===== config.mk =====
export PLATFORM = sky130hd
export DESIGN_NAME = ft2232h_fifo_tx
export DESIGN_NICKNAME = d
export VERILOG_FILES = /design/src/rtl/ft2232h_fifo_tx.sv
export SDC_FILE = /design/constraint.sdc
export NUM_CORES = 1
export LEC_CHECK = 0
export CAP_MARGIN = 20
export CORE_MARGIN = 5
export CORE_UTILIZATION = 39
export DETAILED_ROUTE_END_ITERATION = 16
export PLACE_DENSITY = 0.55
export SYNTH_ARGS = -nofsm -noshare
export SYNTH_HDL_FRONTEND = slang
export SYNTH_SLANG_ARGS = --single-unit

===== constraint.sdc =====
create_clock -name clkout_i -period 3.3 [get_ports clkout_i]
set_input_delay 0.66 -clock clkout_i [delete_from_list [all_inputs] [get_ports clkout_i]]
set_output_delay 0.66 -clock clkout_i [all_outputs]
set_load 0.1 [all_outputs]

===== src/rtl/ft2232h_fifo_tx.sv =====
// FT2232H synchronous 245-FIFO transmit engine: a 16-entry show-ahead byte FIFO
// drained onto ADBUS with WR#/TXE# flow control, all on the 60 MHz CLKOUT.
module ft2232h_fifo_tx #(
    parameter int ADDR_W = 4
) (
    input  logic              clkout_i,
    input  logic              rst_n_i,
    input  logic [7:0]        din_i,
    input  logic              push_i,
    input  logic              clear_i,
    output logic              full_o,
    output logic [ADDR_W:0]   level_o,
    output logic              overflow_o,
    output logic [31:0]       tx_count_o,
    output logic [7:0]        data_o,
    output logic              wr_n_o,
    input  logic              txe_n_i,
    output logic              fsm_state_o
);

    localparam int DEPTH = 1 << ADDR_W;
    localparam int LW    = ADDR_W + 1;

    typedef enum logic {
        ST_IDLE  = 1'b0,
        ST_WRITE = 1'b1
    } state_t;

    state_t            state_q, state_d;
    logic [7:0]        mem_q [DEPTH];
    logic [ADDR_W-1:0] wr_ptr_q, wr_ptr_d;
    logic [ADDR_W-1:0] rd_ptr_q, rd_ptr_d;
    logic [LW-1:0]     level_q, level_d;
    logic              full_q, full_d;
    logic              overflow_q, overflow_d;
    logic [31:0]       tx_count_q, tx_count_d;
    logic              push_ok;
    logic              pop;

    // Handshake: a byte moves to the FT2232H only on an edge where WR# (our
    // registered wr_n_o) and TXE# (its ready) are both low; otherwise the head holds.
    assign pop     = (state_q == ST_WRITE) && !txe_n_i && (level_q != '0) && !clear_i;
    assign push_ok = push_i && !full_q && !clear_i;

    always_comb begin
        wr_ptr_d   = wr_ptr_q;
        rd_ptr_d   = rd_ptr_q;
        level_d    = level_q;
        overflow_d = overflow_q;
        tx_count_d = tx_count_q;
        if (clear_i) begin
            wr_ptr_d   = '0;
            rd_ptr_d   = '0;
            level_d    = '0;
            overflow_d = 1'b0;
            tx_count_d = '0;
        end else begin
            if (push_ok) wr_ptr_d = wr_ptr_q + 1'b1;
            if (pop) begin
                rd_ptr_d   = rd_ptr_q + 1'b1;
                tx_count_d = tx_count_q + 32'd1;
            end
            if (push_i && full_q) overflow_d = 1'b1;
            level_d = level_q + LW'(push_ok) - LW'(pop);
        end
        full_d = (level_d == LW'(DEPTH));
    end

    always_ff @(posedge clkout_i or negedge rst_n_i) begin
        if (!rst_n_i) begin
            wr_ptr_q   <= '0;
            rd_ptr_q   <= '0;
            level_q    <= '0;
            full_q     <= 1'b0;
            overflow_q <= 1'b0;
            tx_count_q <= '0;
        end else begin
            wr_ptr_q   <= wr_ptr_d;
            rd_ptr_q   <= rd_ptr_d;
            level_q    <= level_d;
            full_q     <= full_d;
            overflow_q <= overflow_d;
            tx_count_q <= tx_count_d;
        end
    end

    // Storage needs no reset: pointers and level decide what is valid.
    always_ff @(posedge clkout_i) begin
        if (push_ok) mem_q[wr_ptr_q] <= din_i;
    end

    // FSM state register
    always_ff @(posedge clkout_i or negedge rst_n_i) begin
        if (!rst_n_i) state_q <= ST_IDLE;
        else          state_q <= state_d;
    end

    // FSM next state: same rule from both states, so a TXE# stall drops to IDLE
    always_comb begin
        state_d = ST_IDLE;
        if (!clear_i && !txe_n_i && (level_d != '0)) state_d = ST_WRITE;
    end

    // FSM outputs
    always_comb begin
        wr_n_o      = (state_q != ST_WRITE);
        fsm_state_o = state_q;
    end

    assign data_o     = (level_q != '0) ? mem_q[rd_ptr_q] : 8'h00;
    assign full_o     = full_q;
    assign level_o    = level_q;
    assign overflow_o = overflow_q;
    assign tx_count_o = tx_count_q;

endmodule


==> impl_metrics.tcl, run 1 <==
set metrics [dict create \
    fin_cells 877 \
    yosysTopAreaCellShare_pct 49.72 \
    worstPathCellList "inv_1 > ha_1 > or4b_4 > or2b_1 > buf_4 > o22ai_4 > buf_12" \
    fin_skew_ns 0.01215 \
    start_util_pct 39.72 \
    placed_cell_area_um2 8887 \
    cpMaxStageDelayCell "or4b_4" \
    final.setup.tns_ns 0 \
    post-synth-top-area-cell "edfxtp_1" \
    grt_pass1_vias 4852 \
    clk_latency_ns 0.43 \
    vdd_ir_drop_max_v 0.0004896 \
    max-slew-margin-rel_pct 42.93 \
    worst_pin_slew_ns 0.8540 \
    reg2reg_depth 13 \
    pin_count 62 \
    cts_tree "built" \
    synth_top_flop_cell "edfxtp_1" \
    ctsHtreeMaxLevel 4 \
    place_worst_setup_slack_ns -0.2361 \
    cts_sinks 176 \
    critPathTopFamily "simple AND/OR/NAND/NOR gates" \
    synthesis.nets 537 \
    drt_iter0_drc 318 \
    worst_hold_path_type "input port to asynchronous set/reset pin" \
    fmax_mhz 322.2 \
    path_clk_slew_ns 0.08 \
    grt_pass1_wl_um 27210 \
    crit_path_start_kind "flop" \
    drive_gt1_share_pct 29.41 \
    criticalPathCategory "flop to primary output" \
    worstReg2RegStart "level_o[3]$_DFF_PN0_" \
    synth_area_um2 7731 \
    antenna_found_initial 0 \
    grtUsageTotal_pct 15.85 \
    vias 4642 \
    worstSetupEndpoint "data_o[6]" \
    post-route-period-util_pct 94.05 \
    design_area_um2 9493 \
    dpl.hpwl_um 11260 \
    drt-total-wl_um 17080 \
    async_flop_share_pct 27.27 \
    nNetsFinal 625 \
    overflow 0 \
    finalSetupViolCount 0 \
    die_h_um 150.8 \
    die_x_um 150.8 \
    port_buffers 61 \
    place_congestion 0.7647 \
    hold_buffers 0 \
    wl_per_cell_um 19.48 \
    fin_ws_ns 0.1964 \
    cpPeakStageDelay_ns 0.53 \
    drv_slew 0 \
    cp_max_fo 8 \
    layout_min_cycle_time_ns 3.104 \
    dr.pass1.iters 4 \
    synthCells 511 \
    final_hold_viol_count 0 \
    cts_root_buffer "clkbuf_16" \
    core-area_um2 19460 \
    p_leak_nw 3.355 \
    yosysWarnings 0 \
    cp.depth 7 \
    final_cell_mix "edfxtp_1, buf_4, dfrtp_1" \
    drtAntennaViolNets 0 \
    grt_max_degree 49 \
    routed_via_density 5.293 \
    setup.worst_path.end_class "primary output" \
    netlist_top_cells_area "edfxtp_1, dfrtp_1, mux4_2" \
    synth-edff-count 128 \
    cts_buffers 17 \
    ys_ff_latch 176 \
    rsz0062_at_grt "no" \
    cap_violations 0 \
    final_common_cell "edfxtp_1" \
    drc_errors 0 \
    antennaDiodeCount 0 \
    synth_cell_types 49 \
    cts_buffer_depth 2 \
    status "complete, no violations" \
    cp-startpoint "level_o[3]$_DFF_PN0_" \
    synth.avg_cell_area_um2 15.13 \
    timing.rr.end "full_o$_DFF_PN0_" \
    design_power_total_mw 6.297 \
    place_inst 844 \
    synth.yosys.seq_area_share_pct 65.25 \
    dieArea_um2 22740 \
    critPathBufInv 3 \
    fp-row-count 51 \
    worstPathRequired_ns 2.64 \
    syn_to_final_growth_pct 22.79 \
    r2r_slack_ns 0.33 \
    critPathArrivalTime_ns 2.44 \
    powerDensity_nw_per_um2 663.3 \
]
[area by class of cell]
class                           count  area [µm²]
Clock buffer                       17       425.4
Clock inverter                     15       167.7
Fill cell                        1663        9970
Inverter                           14       52.55
Multi-Input combinational cell    295        2621
Sequential cell                   176        5049
Tap cell                          265       331.6
Timing Repair Buffer               95       845.8
[flip-flops by register name, indices dropped and copies added, names as in the netlist]
signal	cells
rd_ptr_q	4
level_o	5
mem_q	128
tx_count_o	32
full_o	1
fsm_state_o	1
overflow_o	1
wr_ptr_q	4
[cells by family (layout without fill, tap and decap cells)]
group / Yosys count / count (layout) / share of synthesized area (%)
AOI/OAI and AO/OA: 49 / 49 / 4.062
adders and majority gates: 13 / 13 / 2.201
xor gates and xnor gates: 17 / 17 / 1.926
buffers and inverters: 40 / 141 / 2.444
and+or+nand+nor: 158 / 158 / 11.26
muxes: 58 / 58 / 12.85
DFF: 176 / 176 / 65.25
[through the flow]
step           hold slack [ns]  utilization (%)
2_1_floorplan           0.3644                -
3_3_place_gp            0.4982            45.66
3_5_place_dp            0.5023            45.66
4_1_cts                 0.3322            48.77
5_1_grt                 0.3832            48.78
6_report                0.3100            48.78
[where the power goes]
group	internal [mW]	total, mW	switching [mW]
Sequential	2.43	2.48	0.0494
Combinational	0.646	1.80	1.16
Clock	1.08	2.01	0.932
Total	4.16	6.30	2.14
[worst reg2reg max path: stages (launching register included)]
cell and delay [ns]:
dfrtp_2 0.42, inv_1 0.09, ha_1 0.17, nor4b_4 0.21, nor3_1 0.09, ha_1 0.29
inv_1 0.05, ha_1 0.15, inv_1 0.05, fa_1 0.37, buf_4 0.15, xor2_1 0.23
nand3b_1 0.14, a2111oi_1 0.42
[worst min path at each step]
stage,slack (ns),start,cells after the start,endpoint
after floorplan,0.36,rst_n_i,0,fsm_state_o$_DFF_PN0_
final,0.31,rst_n_i,1,tx_count_o[30]$_DFFE_PN0P_
after CTS,0.33,rst_n_i,1,tx_count_o[30]$_DFFE_PN0P_
after detailed placement,0.50,overflow_o$_DFFE_PN0P_,2,overflow_o$_DFFE_PN0P_
after global placement,0.50,overflow_o$_DFFE_PN0P_,2,overflow_o$_DFFE_PN0P_
after global routing,0.38,rst_n_i,1,tx_count_o[30]$_DFFE_PN0P_
[timing repair]
| item | in CTS | in global routing |
|---|---|---|
| hold endpoints to repair | 0 | 0 |
| pin swaps | 0 | 0 |
| endpoints found under the setup margin | 9 | 1 |
| resized for setup | 1 | 1 |
| cloned | 0 | 0 |
| setup buffers | 1 | 0 |
[Yosys cell counts (all sizes together) (8+ instances only)]
master and count:
a21oi 17, buf 13, clkbuf 13, dfrtp 48, edfxtp 128, ha 12
inv 14, mux2 10, mux2i 16, mux4 32, nand2 20, nand3 14
nand4 8, nor2 43, nor2b 12, nor4 12, o22ai 8, o31ai 8
or4 10, xnor2 8, xor2 9
[layer usage]
layer / share of wire, % / track usage [%] / vias to the layer above
met3: 4.4 / 3.441 / 14
li1: - / - / 2163
met2: 50 / 26.61 / 99
met4: 0.92 / 3.944 / 0
met5: 0 / 0 / -
met1: 45 / 21.12 / 2366
Power figures use the tool's default switching activity.
==> run 2: changes to the inputs <==
--- a/config.mk
+++ b/config.mk
@@ -7,9 +7,10 @@
 export LEC_CHECK = 0
 export CAP_MARGIN = 20
 export CORE_MARGIN = 5
-export CORE_UTILIZATION = 39
+export CORE_UTILIZATION = 50
+export CTS_CLUSTER_DIAMETER = 100
 export DETAILED_ROUTE_END_ITERATION = 16
-export PLACE_DENSITY = 0.55
+export PLACE_DENSITY = 0.68
 export SYNTH_ARGS = -nofsm -noshare
 export SYNTH_HDL_FRONTEND = slang
 export SYNTH_SLANG_ARGS = --single-unit
==> run 2 against run 1 <==
Compared with the run above:
- via count grew 1.1%
- final cell count shrank 9.1%
- worst hold slack lost 0.17 ns
- clock skew shrank 0.0037 ns
- clock-buffer cell count grew 1
- critical path depth shrank 2
- non-clock buffer count shrank 1
- global-route usage grew 2.8 points
- clock power is essentially flat
- critical path type unchanged
- sequential share of layout area grew 0.57 points
- critical endpoint is now data_o[5]
- design area shrank 1.1%
- combinational power is essentially flat
==> impl_metrics.tcl, run 2 (synthesis results as in run 1) <==
set metrics [dict create \
    drv_slew 0 \
    cts_sinks 176 \
    nNetsFinal 624 \
    met1_length_um 7083 \
    vias 4691 \
    top_register "mem_q" \
    overflow 0 \
    clk_latency_ns 0.42 \
    max-slew-margin-rel_pct 46.30 \
    finalSetupViolCount 0 \
    die_h_um 134.3 \
    grt_pass1_vias 4802 \
    largest_reg_flops 128 \
    place_congestion 0.8243 \
    routed_via_density 5.886 \
    p_leak_nw 3.346 \
    dieArea_um2 18050 \
    fin_util_pct 61.79 \
    antennaDiodeCount 0 \
    crit_top_cell "buf_12" \
    grt_pass1_wl_um 25800 \
    cpMaxStageDelayCell "dfrtp_2" \
    vdd_ir_drop_max_v 0.0005462 \
    powerDensity_nw_per_um2 672.4 \
    antenna_found_initial 0 \
    final_hold_viol_count 0 \
    rsz0062_at_grt "no" \
    p_seq_share_pct 39.5 \
    port_buffers 61 \
    fin_skew_ns 0.008416 \
    met2_length_um 7937 \
    post-route-period-util_pct 93.09 \
    die_x_um 134.3 \
    hold_buffers 0 \
    nFillCells 1142 \
    pin_count 62 \
    drtAntennaViolNets 0 \
    worstPathRequired_ns 2.64 \
    start_util_pct 50.86 \
    worstPathCellList "buf_12 > mux4_2 > mux2i_1 > o22ai_4 > buf_12" \
    power_frac_clock_pct 32.2 \
    critPathArrivalTime_ns 2.41 \
    top_layer "met4" \
    fp-row-count 45 \
    cts_buffers 17 \
    setup.worst_path.end_class "primary output" \
    cts_root_buffer "clkbuf_16" \
    core-area_um2 15200 \
    drive_gt1_share_pct 28.41 \
    final_cell_mix "edfxtp_1, buf_4, dfrtp_1" \
    drc_errors 0 \
    cpPeakStageDelay_ns 0.55 \
    switching_share_pct 31.37 \
    ctsHtreeMaxLevel 4 \
    worst_pin_slew_ns 0.8036 \
    worst_hold_path_type "input port to asynchronous set/reset pin" \
    pwr-share-comb_pct 28.3 \
    power.switching_mw 1.981 \
    drt-total-wl_um 15860 \
    cts_tree "built" \
    fmax_mhz 325.5 \
    wl_met3_um 698 \
    cap_violations 0 \
    final_common_cell "edfxtp_1" \
    criticalPathCategory "flop to primary output" \
    drt_iter0_drc 408 \
    grtUsageTotal_pct 18.66 \
    layout_min_cycle_time_ns 3.072 \
    syn_to_final_growth_pct 21.49 \
    cts_buffer_depth 2 \
    wl_per_cell_um 19.90 \
    cp_max_fo 21 \
    internal_power_mw 4.334 \
    dpl.hpwl_um 10580 \
    dr.pass1.iters 5 \
    path_clk_slew_ns 0.06 \
    grt_max_degree 49 \
    crit_path_start_kind "flop" \
    status "complete, no violations" \
    whs_ns 0.1413 \
]
==> run 2: cell type report <==
type	count	area, µm²	share of cell area [%]
Sequential cell	176	5049	53.75
Multi-Input combinational cell	295	2620	27.89
Timing Repair Buffer	94	838.3	8.925
Clock buffer	18	429.2	4.569
Tap cell	188	235.2	2.504
Clock inverter	12	168.9	1.798
Inverter	14	52.55	0.5595
==> run 2: power groups by stage <==
stage	sequential, mW	clock, mW	combinational [mW]
finish	2.50	2.03	1.79
global route	2.50	2.18	1.88
CTS	2.50	2.08	1.77
detailed placement	2.54	0	1.77
global placement	2.54	0	1.74
floorplan	2.72	0	1.07
==> run 2: path summary, 6_finish.rpt <==
path                                              start                    endpoint  slack, ns  cells after the start
worst max-delay path            rd_ptr_q[0]$_DFFE_PN0P_                   data_o[5]       0.23                      5
worst min-delay path                            rst_n_i  tx_count_o[25]$_DFFE_PN0P_       0.14                      1
worst max register to register     level_o[2]$_DFF_PN0_            full_o$_DFF_PN0_       0.26                     13
worst min register to register   overflow_o$_DFFE_PN0P_      overflow_o$_DFFE_PN0P_       0.52                      2
max in group asynchronous                       rst_n_i        level_o[2]$_DFF_PN0_       2.35                      2
min in group clkout_i            overflow_o$_DFFE_PN0P_      overflow_o$_DFFE_PN0P_       0.52                      2
==> run 2: routing by layer <==
| layer | track usage [%] | vias to the layer above |
|---|---|---|
| li1 | - | 2152 |
| met1 | 25.32 | 2406 |
| met2 | 30.64 | 122 |
| met3 | 4.464 | 11 |
| met4 | 4.808 | 0 |
| met5 | 0 | - |
==> run 2: repair_timing <==
action                     4_1_cts  5_1_grt
resized for setup                1        0
setup endpoints to repair        5        1
setup buffers                    0        2
==> run 2: worst max-delay path, delay by kind of cell (launching register included) <==
family                 cells  cell delay, ns
AO/OA/AOI/OAI              1            0.15
flip-flops                 1            0.55
buffers and inverters      2            0.44
multiplexers               2            0.83
==> run 2: metrics by stage <==
step	total power [mW]	cell area (µm²)	instances	worst slack (ns)	TNS, ns
floorplan	3.784	7853	511	-0.01663	-0.1024
global placement	4.272	8776	765	-0.01679	-0.01679
detailed placement	4.305	8776	765	-0.1739	-0.1739
CTS	6.350	9378	795	0.008137	0
global route	6.556	9393	797	0.03769	0
finish	6.315	9393	797	0.2280	0
